$ cat config.mk
export PLATFORM = sky130hd
export DESIGN_NAME = pet_key_injector
export DESIGN_NICKNAME = d
export VERILOG_FILES = /design/src/rtl/pet_kbd_pkg.sv /design/src/rtl/pet_key_fifo.sv /design/src/rtl/pet_key_injector.sv
export SDC_FILE = /design/constraint.sdc
export NUM_CORES = 1
export LEC_CHECK = 0
export CORE_AREA = 2 2 167 169
export DETAILED_ROUTE_END_ITERATION = 16
export DIE_AREA = 0 0 169 171
export PLACE_DENSITY = 0.59
export RECOVER_POWER = 100
export SLEW_MARGIN = 20
export SYNTH_ARGS = -nofsm -noshare
export SYNTH_HDL_FRONTEND = slang
export SYNTH_SLANG_ARGS = --single-unit
$ cat constraint.sdc
create_clock -name CLK -period 6.1 [get_ports CLK]
set_input_delay 0.915 -clock CLK [delete_from_list [all_inputs] [get_ports CLK]]
set_output_delay 0.915 -clock CLK [all_outputs]
set_load 0.03 [all_outputs]
$ cat src/rtl/pet_kbd_pkg.sv
// Shared types and PET keyboard geometry for the key injector.
package pet_kbd_pkg;

  // PET graphics-keyboard matrix geometry and SHIFT position.
  localparam int PET_ROWS      = 10;
  localparam int PET_COLS      = 8;
  localparam int PET_SHIFT_ROW = 8;
  localparam int PET_SHIFT_COL = 0;

  // Bits needed to index n items; never narrower than one bit.
  function automatic int idx_width(input int n);
    return (n < 2) ? 1 : $clog2(n);
  endfunction

  localparam int PET_RW = idx_width(PET_ROWS);
  localparam int PET_CW = idx_width(PET_COLS);

  typedef enum logic [1:0] {
    ST_IDLE,
    ST_PRESS,
    ST_GAP
  } kbd_state_t;

  // Key event at the stock PET geometry.
  typedef struct packed {
    logic              shift;
    logic [PET_RW-1:0] row;
    logic [PET_CW-1:0] col;
  } pet_event_t;

endpackage

$ cat src/rtl/pet_key_fifo.sv
// Synchronous FIFO with registered full/empty flags and an occupancy count.
module pet_key_fifo
  import pet_kbd_pkg::*;
#(
  parameter int DEPTH = 16,
  parameter int WIDTH = 8,
  localparam int AW = idx_width(DEPTH),
  localparam int NW = $clog2(DEPTH + 1)
) (
  input  logic             clk,
  input  logic             rst_n,
  input  logic             push,
  input  logic             pop,
  input  logic [WIDTH-1:0] wr_data,
  output logic [WIDTH-1:0] rd_data,
  output logic             full,
  output logic             empty,
  output logic [NW-1:0]    count
);

  logic [WIDTH-1:0] mem [DEPTH];
  logic [AW-1:0]    wr_ptr;
  logic [AW-1:0]    rd_ptr;
  logic [NW-1:0]    count_next;
  logic             do_push;
  logic             do_pop;

  assign do_push = push & ~full;
  assign do_pop  = pop & ~empty;
  assign rd_data = mem[rd_ptr];

  // Occupancy after this edge; push and pop together leave it unchanged.
  always_comb begin
    // NOTE: default first so every path assigns count_next and no latch is inferred.
    count_next = count;
    unique case ({do_push, do_pop})
      2'b10:   count_next = count + 1'b1;
      2'b01:   count_next = count - 1'b1;
      default: count_next = count;
    endcase
  end

  // Pointers, count and flags; flags come from the next count so they are registered.
  always_ff @(posedge clk) begin
    // NOTE: non-blocking assignments so every register samples pre-edge values.
    if (!rst_n) begin
      wr_ptr <= '0;
      rd_ptr <= '0;
      count  <= '0;
      full   <= 1'b0;
      empty  <= 1'b1;
    end else begin
      if (do_push) wr_ptr <= wr_ptr + 1'b1;
      if (do_pop)  rd_ptr <= rd_ptr + 1'b1;
      count <= count_next;
      full  <= (count_next == NW'(DEPTH));
      empty <= (count_next == '0);
    end
  end

  // Storage write port.
  always_ff @(posedge clk) begin
    // NOTE: storage is not reset; the pointers and empty flag guard every read.
    if (do_push) mem[wr_ptr] <= wr_data;
  end

endmodule

$ cat src/rtl/pet_key_injector.sv
// PET keyboard-matrix driver: queues key events and replays them as timed
// presses on the active-low KEYCOL return lines.
module pet_key_injector
  import pet_kbd_pkg::*;
#(
  parameter int ROWS       = PET_ROWS,
  parameter int COLS       = PET_COLS,
  parameter int DEPTH      = 16,
  parameter int TICK_DIV   = 100000,
  parameter int HOLD_TICKS = 40,
  parameter int GAP_TICKS  = 40,
  parameter int SHIFT_ROW  = PET_SHIFT_ROW,
  parameter int SHIFT_COL  = PET_SHIFT_COL,
  localparam int RW = idx_width(ROWS),
  localparam int CW = idx_width(COLS)
) (
  input  logic            CLK,
  input  logic            RESET_N,
  input  logic            KEY_VALID,
  output logic            KEY_READY,
  input  logic [RW-1:0]   KEY_ROW,
  input  logic [CW-1:0]   KEY_COL,
  input  logic            KEY_SHIFT,
  input  logic [ROWS-1:0] KEYROW,
  output logic [COLS-1:0] KEYCOL,
  output logic            BUSY,
  output logic            ERR
);

  localparam int EW   = 1 + RW + CW;
  localparam int NW   = $clog2(DEPTH + 1);
  localparam int PW   = idx_width(TICK_DIV);
  localparam int TMAX = (HOLD_TICKS > GAP_TICKS) ? HOLD_TICKS : GAP_TICKS;
  localparam int TW   = idx_width(TMAX + 1);

  typedef struct packed {
    logic          shift;
    logic [RW-1:0] row;
    logic [CW-1:0] col;
  } key_event_t;

  key_event_t             in_ev;
  key_event_t             out_ev;
  logic                   fifo_full;
  logic                   fifo_empty;
  logic [NW-1:0]          fifo_count;
  logic                   ready_en;
  logic                   accept;
  logic                   in_range;
  logic                   push;
  logic                   pop;

  kbd_state_t             state;
  kbd_state_t             state_next;
  logic [PW-1:0]          presc;
  logic [PW-1:0]          presc_next;
  logic [TW-1:0]          ticks;
  logic [TW-1:0]          ticks_next;
  logic                   tick;
  logic [ROWS-1:0][COLS-1:0] pressed;
  logic [ROWS-1:0][COLS-1:0] pressed_next;
  logic [COLS-1:0]        col_hit;

  // Handshake: ready only once out of reset and while the queue has room.
  assign KEY_READY = ready_en & ~fifo_full;
  assign accept    = KEY_VALID & KEY_READY;
  assign in_range  = (32'(KEY_ROW) < ROWS) && (32'(KEY_COL) < COLS);
  assign push      = accept & in_range;
  assign in_ev     = '{shift: KEY_SHIFT, row: KEY_ROW, col: KEY_COL};

  pet_key_fifo #(
    .DEPTH (DEPTH),
    .WIDTH (EW)
  ) u_fifo (
    .clk     (CLK),
    .rst_n   (RESET_N),
    .push    (push),
    .pop     (pop),
    .wr_data (in_ev),
    .rd_data (out_ev),
    .full    (fifo_full),
    .empty   (fifo_empty),
    .count   (fifo_count)
  );

  // Ready enable and the one-cycle error pulse for rejected coordinates.
  always_ff @(posedge CLK) begin
    if (!RESET_N) begin
      ready_en <= 1'b0;
      ERR      <= 1'b0;
    end else begin
      ready_en <= 1'b1;
      ERR      <= accept & ~in_range;
    end
  end

  assign tick = (presc == PW'(TICK_DIV - 1));

  // Next-state logic: pop and press, hold for HOLD_TICKS, release for GAP_TICKS.
  always_comb begin
    state_next   = state;
    presc_next   = presc;
    ticks_next   = ticks;
    pressed_next = pressed;
    pop          = 1'b0;
    unique case (state)
      ST_IDLE: begin
        if (!fifo_empty) begin
          pop          = 1'b1;
          pressed_next = '0;
          for (int r = 0; r < ROWS; r++) begin
            for (int c = 0; c < COLS; c++) begin
              if ((32'(out_ev.row) == r && 32'(out_ev.col) == c) ||
                  (out_ev.shift && r == SHIFT_ROW && c == SHIFT_COL)) begin
                pressed_next[r][c] = 1'b1;
              end
            end
          end
          presc_next = '0;
          ticks_next = '0;
          state_next = ST_PRESS;
        end
      end
      ST_PRESS: begin
        if (tick) begin
          presc_next = '0;
          if (ticks == TW'(HOLD_TICKS - 1)) begin
            ticks_next   = '0;
            pressed_next = '0;
            state_next   = ST_GAP;
          end else begin
            ticks_next = ticks + 1'b1;
          end
        end else begin
          presc_next = presc + 1'b1;
        end
      end
      ST_GAP: begin
        if (tick) begin
          presc_next = '0;
          if (ticks == TW'(GAP_TICKS - 1)) begin
            ticks_next = '0;
            state_next = ST_IDLE;
          end else begin
            ticks_next = ticks + 1'b1;
          end
        end else begin
          presc_next = presc + 1'b1;
        end
      end
      default: state_next = ST_IDLE;
    endcase
  end

  // FSM, timing counters and pressed matrix registers.
  always_ff @(posedge CLK) begin
    if (!RESET_N) begin
      state   <= ST_IDLE;
      presc   <= '0;
      ticks   <= '0;
      pressed <= '0;
    end else begin
      state   <= state_next;
      presc   <= presc_next;
      ticks   <= ticks_next;
      pressed <= pressed_next;
    end
  end

  // Column hits for every selected (low) row; several low rows OR together.
  always_comb begin
    col_hit = '0;
    for (int r = 0; r < ROWS; r++) begin
      for (int c = 0; c < COLS; c++) begin
        if (!KEYROW[r] && pressed[r][c]) col_hit[c] = 1'b1;
      end
    end
  end

  // Registered column return and busy flag.
  always_ff @(posedge CLK) begin
    if (!RESET_N) begin
      KEYCOL <= '1;
      BUSY   <= 1'b0;
    end else begin
      KEYCOL <= ~col_hit;
      BUSY   <= (state_next != ST_IDLE) || (fifo_count != '0) || push;
    end
  end

endmodule

==> impl_metrics.yaml <==
logic_synthesis:
  synth_area_leader_cell: "edfxtp_1"
  synth_cells: 793
  netlist.area_leader.share_pct: 36.1
  ys_async_sr_fraction_pct: 0
  syn_avg_cell_area_um2: 13.4
  yosys_warnings: 0
  seq_area_frac_synth_pct: 61.5
  synth-edff-count: 128
  synth_area_mm2: 0.0107
  ys_ff_latch: 263
  synthesis.nets: 827
  ys_types: 65
  synth.area.top_cells: "edfxtp_1 36%, dfxtp_1 25%, mux4_2 6.6%"
  synth_ff_type: "dfxtp_1"
detailed_routing:
  remaining_drc_errors: 0
  dr.pass1.iters: 5
  num_vias: 6559
  drt_iter0_drc: 427
  routed_wl_um: 23800
  via_per_inst: 5.49
  antenna_left: 0
  wl_per_cell_um: 19.9
clock_tree:
  cts_tree: "done"
  cts_made_buffers: 28
  ctsHoldBuffers: 0
  clk_latency_ns: 0.54
  clockBufferDepth: 3
  clkSlewWorstSetupHoldPaths_ns: 0.06
  cts_root_buf: "clkbuf_16"
  post-cts-setup-buffer-count: 0
  clock-sinks: 263
  htreeDepth: 1
  cts.repair.resized: 0
place:
  io_buffers: 31
  hpwl_um: 15500
  place_area_mm2: 0.0113
  dp_slack_ns: 1.30
  gp_congestion: 0.798
grt:
  grt_max_degree: 80
  grt_use_total_pct: 16.8
  grt_pass1_vias: 6680
  grt_overflow: 0
  grt_pass1_wl_um: 37800
  antenna_found_initial: 0
power_and_ir_drop:
  powerDensity_mw_per_mm2: 386
  power_leakage_nw: 3.93
  finalPower_mw: 4.68
  peakVddDrop_v: 0.000240
finish:
  stdcell_area_mm2: 0.0121
  final_layout_size_suffix_gt1_share_pct: 10.5
  antenna_cells: 0
  fin_nets: 860
  fillCellCount: 2489
  area.growth.synth_to_final_pct: 13.8
setup_path:
  setup.worst_path.end_class: "flip-flop"
  start_kind: "flip-flop"
  crit_type: "flip-flop to flip-flop"
  reg2reg_slack_ns: 1.25
  reg2reg_depth: 7
  cp_max_fo: 22
  crit_required_ns: 6.57
  cp_data_arrival_time_ns: 5.31
  r2r_end: "pressed[22]$_SDFFE_PN0P_"
floorplan:
  rows: 61
  die_h_um: 171
  core_mm2: 0.0273
  io_pins: 32
  start_util_pct: 39.0
  dieArea_mm2: 0.0289
  die_w_um: 169
status:
  violations: "max-capacitance violations, max-slew violations"
  status: "finished, violations left"
sta:
  final_hold_viol_count: 0
  fmax_mhz: 206
  slew_headroom_pct: -37.7
  setup_slack_ns: 1.25
  slew_violations: 27
  rsz0062_at_grt: "no"
  final_min_period_over_clock_period_pct: 79.4
  worst_pin_slew_ns: 2.05
  finClkSkew_ns: 0.0173
  fin_crit_ns: 4.85
  setup_violations: 0
  fin_setup_tns_ns: 0
  hold_ws_ns: 0.467
run:
  cap_violations: 3
worst_hold_path:
  min-delay-start: "pressed[42]$_SDFFE_PN0P_"
  min_to: "pressed[42]$_SDFFE_PN0P_"
  holdPathStages: 1
  hp-class: "flip-flop to flip-flop"
-- stage by stage --
stage / util, % / instances
after floorplan: - / 793
after global placement: 41.3 / 1142
after detailed placement: 41.3 / 1142
after CTS: 44.9 / 1194
after global routing: 44.3 / 1194
final: 44.3 / 1194
-- cells in the mapped netlist (3+ instances only) --
cell type and count:
dfxtp_1 135, edfxtp_1 128, nor2_1 62, a22o_1 59, nand2_1 42, a22oi_1 37
mux4_2 31, o2bb2ai_1 28, inv_1 24, clkbuf_1 22, xor2_1 19, a21oi_1 14
ha_1 13, nand3_1 12, nor3_1 12, o21ai_0 12, and2_1 11, mux2i_1 11
xnor2_1 11, nand4_1 9, a41o_1 8, nand2b_1 7, buf_2 5, nor4_4 5
a221oi_1 4, and2_0 4, buf_6 4, nor2b_1 4, nor3_2 4, buf_1 3
nor3b_1 3, or3_1 3
-- sequential cells by signal, indices dropped and copies added (netlist names), 2 cells and up, named ones only --
name	flops
u_fifo.mem	128
pressed	80
presc	17
KEYCOL	8
ticks	6
u_fifo.count	5
u_fifo.rd_ptr	4
u_fifo.wr_ptr	4
state	2
-- cells by family (layout without fill, tap and decap cells) --
family | Yosys count | after routing | synth area share, %
XOR/XNOR | 30 | 30 | 2.47
adder cells (fa/ha/maj) | 13 | 13 | 1.53
flip-flops | 263 | 263 | 61.5
multiplexers | 43 | 43 | 7.69
AO/OA/AOI/OAI | 180 | 180 | 13.5
AND/OR/NAND/NOR | 205 | 205 | 10.9
buffers and inverters | 59 | 114 | 2.45
-- layout make-up --
class / instances / area, um2 / share of cell area [%]
Clock buffer: 39 / 803 / 6.63
Clock inverter: 13 / 181 / 1.50
Inverter: 24 / 90.1 / 0.743
Multi-Input combinational cell: 471 / 3720 / 30.7
Sequential cell: 263 / 6550 / 54.0
Tap cell: 346 / 433 / 3.57
Timing Repair Buffer: 38 / 348 / 2.87
-- how the worst max path moves through the flow --
stage / slack [ns] / cells after the start / from / end
CTS: 1.87 / 13 / KEY_ROW[1] / u_fifo.empty$_SDFF_PN1_
finish: 1.25 / 7 / flip-flop / pressed[22]$_SDFFE_PN0P_
global route: 0.84 / 7 / flip-flop / pressed[16]$_SDFFE_PN0P_
floorplan: 2.55 / 14 / KEY_ROW[2] / u_fifo.empty$_SDFF_PN1_
detailed placement: 1.30 / 13 / KEY_ROW[1] / u_fifo.empty$_SDFF_PN1_
global placement: 1.41 / 13 / KEY_ROW[1] / u_fifo.empty$_SDFF_PN1_
-- placed cells by master, fill, tap and decap left out, types with 4 or more instances in the layout --
cell type	n
a21oi_1	14
a221oi_1	4
a22o_1	59
a22oi_1	37
a41o_1	8
and2_0	7
and2_1	7
bufinv_16	4
clkbuf_1	10
clkbuf_16	29
clkbuf_8	4
clkdlybuf4s50_1	11
clkinv_2	6
dfxtp_1	135
dlygate4sd3_1	20
edfxtp_1	128
ha_1	13
inv_1	24
mux2i_1	11
mux4_2	31
nand2_1	44
nand2b_1	7
nand3_1	13
nand4_1	9
nor2_1	65
nor2b_1	4
nor3_1	17
nor4_1	7
o21ai_0	13
o2bb2ai_1	28
xnor2_1	11
xor2_1	19
-- routing by layer --
layer  track usage [%]  part of all wire (%)
met5                 0                     0
met4              4.01                   1.9
met3              2.54                   4.8
met2              28.3                    47
met1              22.9                    46
-- where the power goes --
part / switching [mW] / leakage [nW] / internal (mW)
Sequential: 0.0898 / 2.24 / 1.91
Clock: 0.686 / 0.489 / 1.09
Combinational: 0.551 / 1.20 / 0.356
Total: 1.33 / 3.93 / 3.35
-- critical path, cell delays in order, from the launching register on --
cell	delay (ns)
dfxtp_1	1.05
buf_4	0.54
mux4_2	0.57
a22o_1	0.27
nor2_1	0.19
nand3_1	0.19
nor4_1	1.67
a22o_1	0.28
Power figures use the tool's default switching activity.
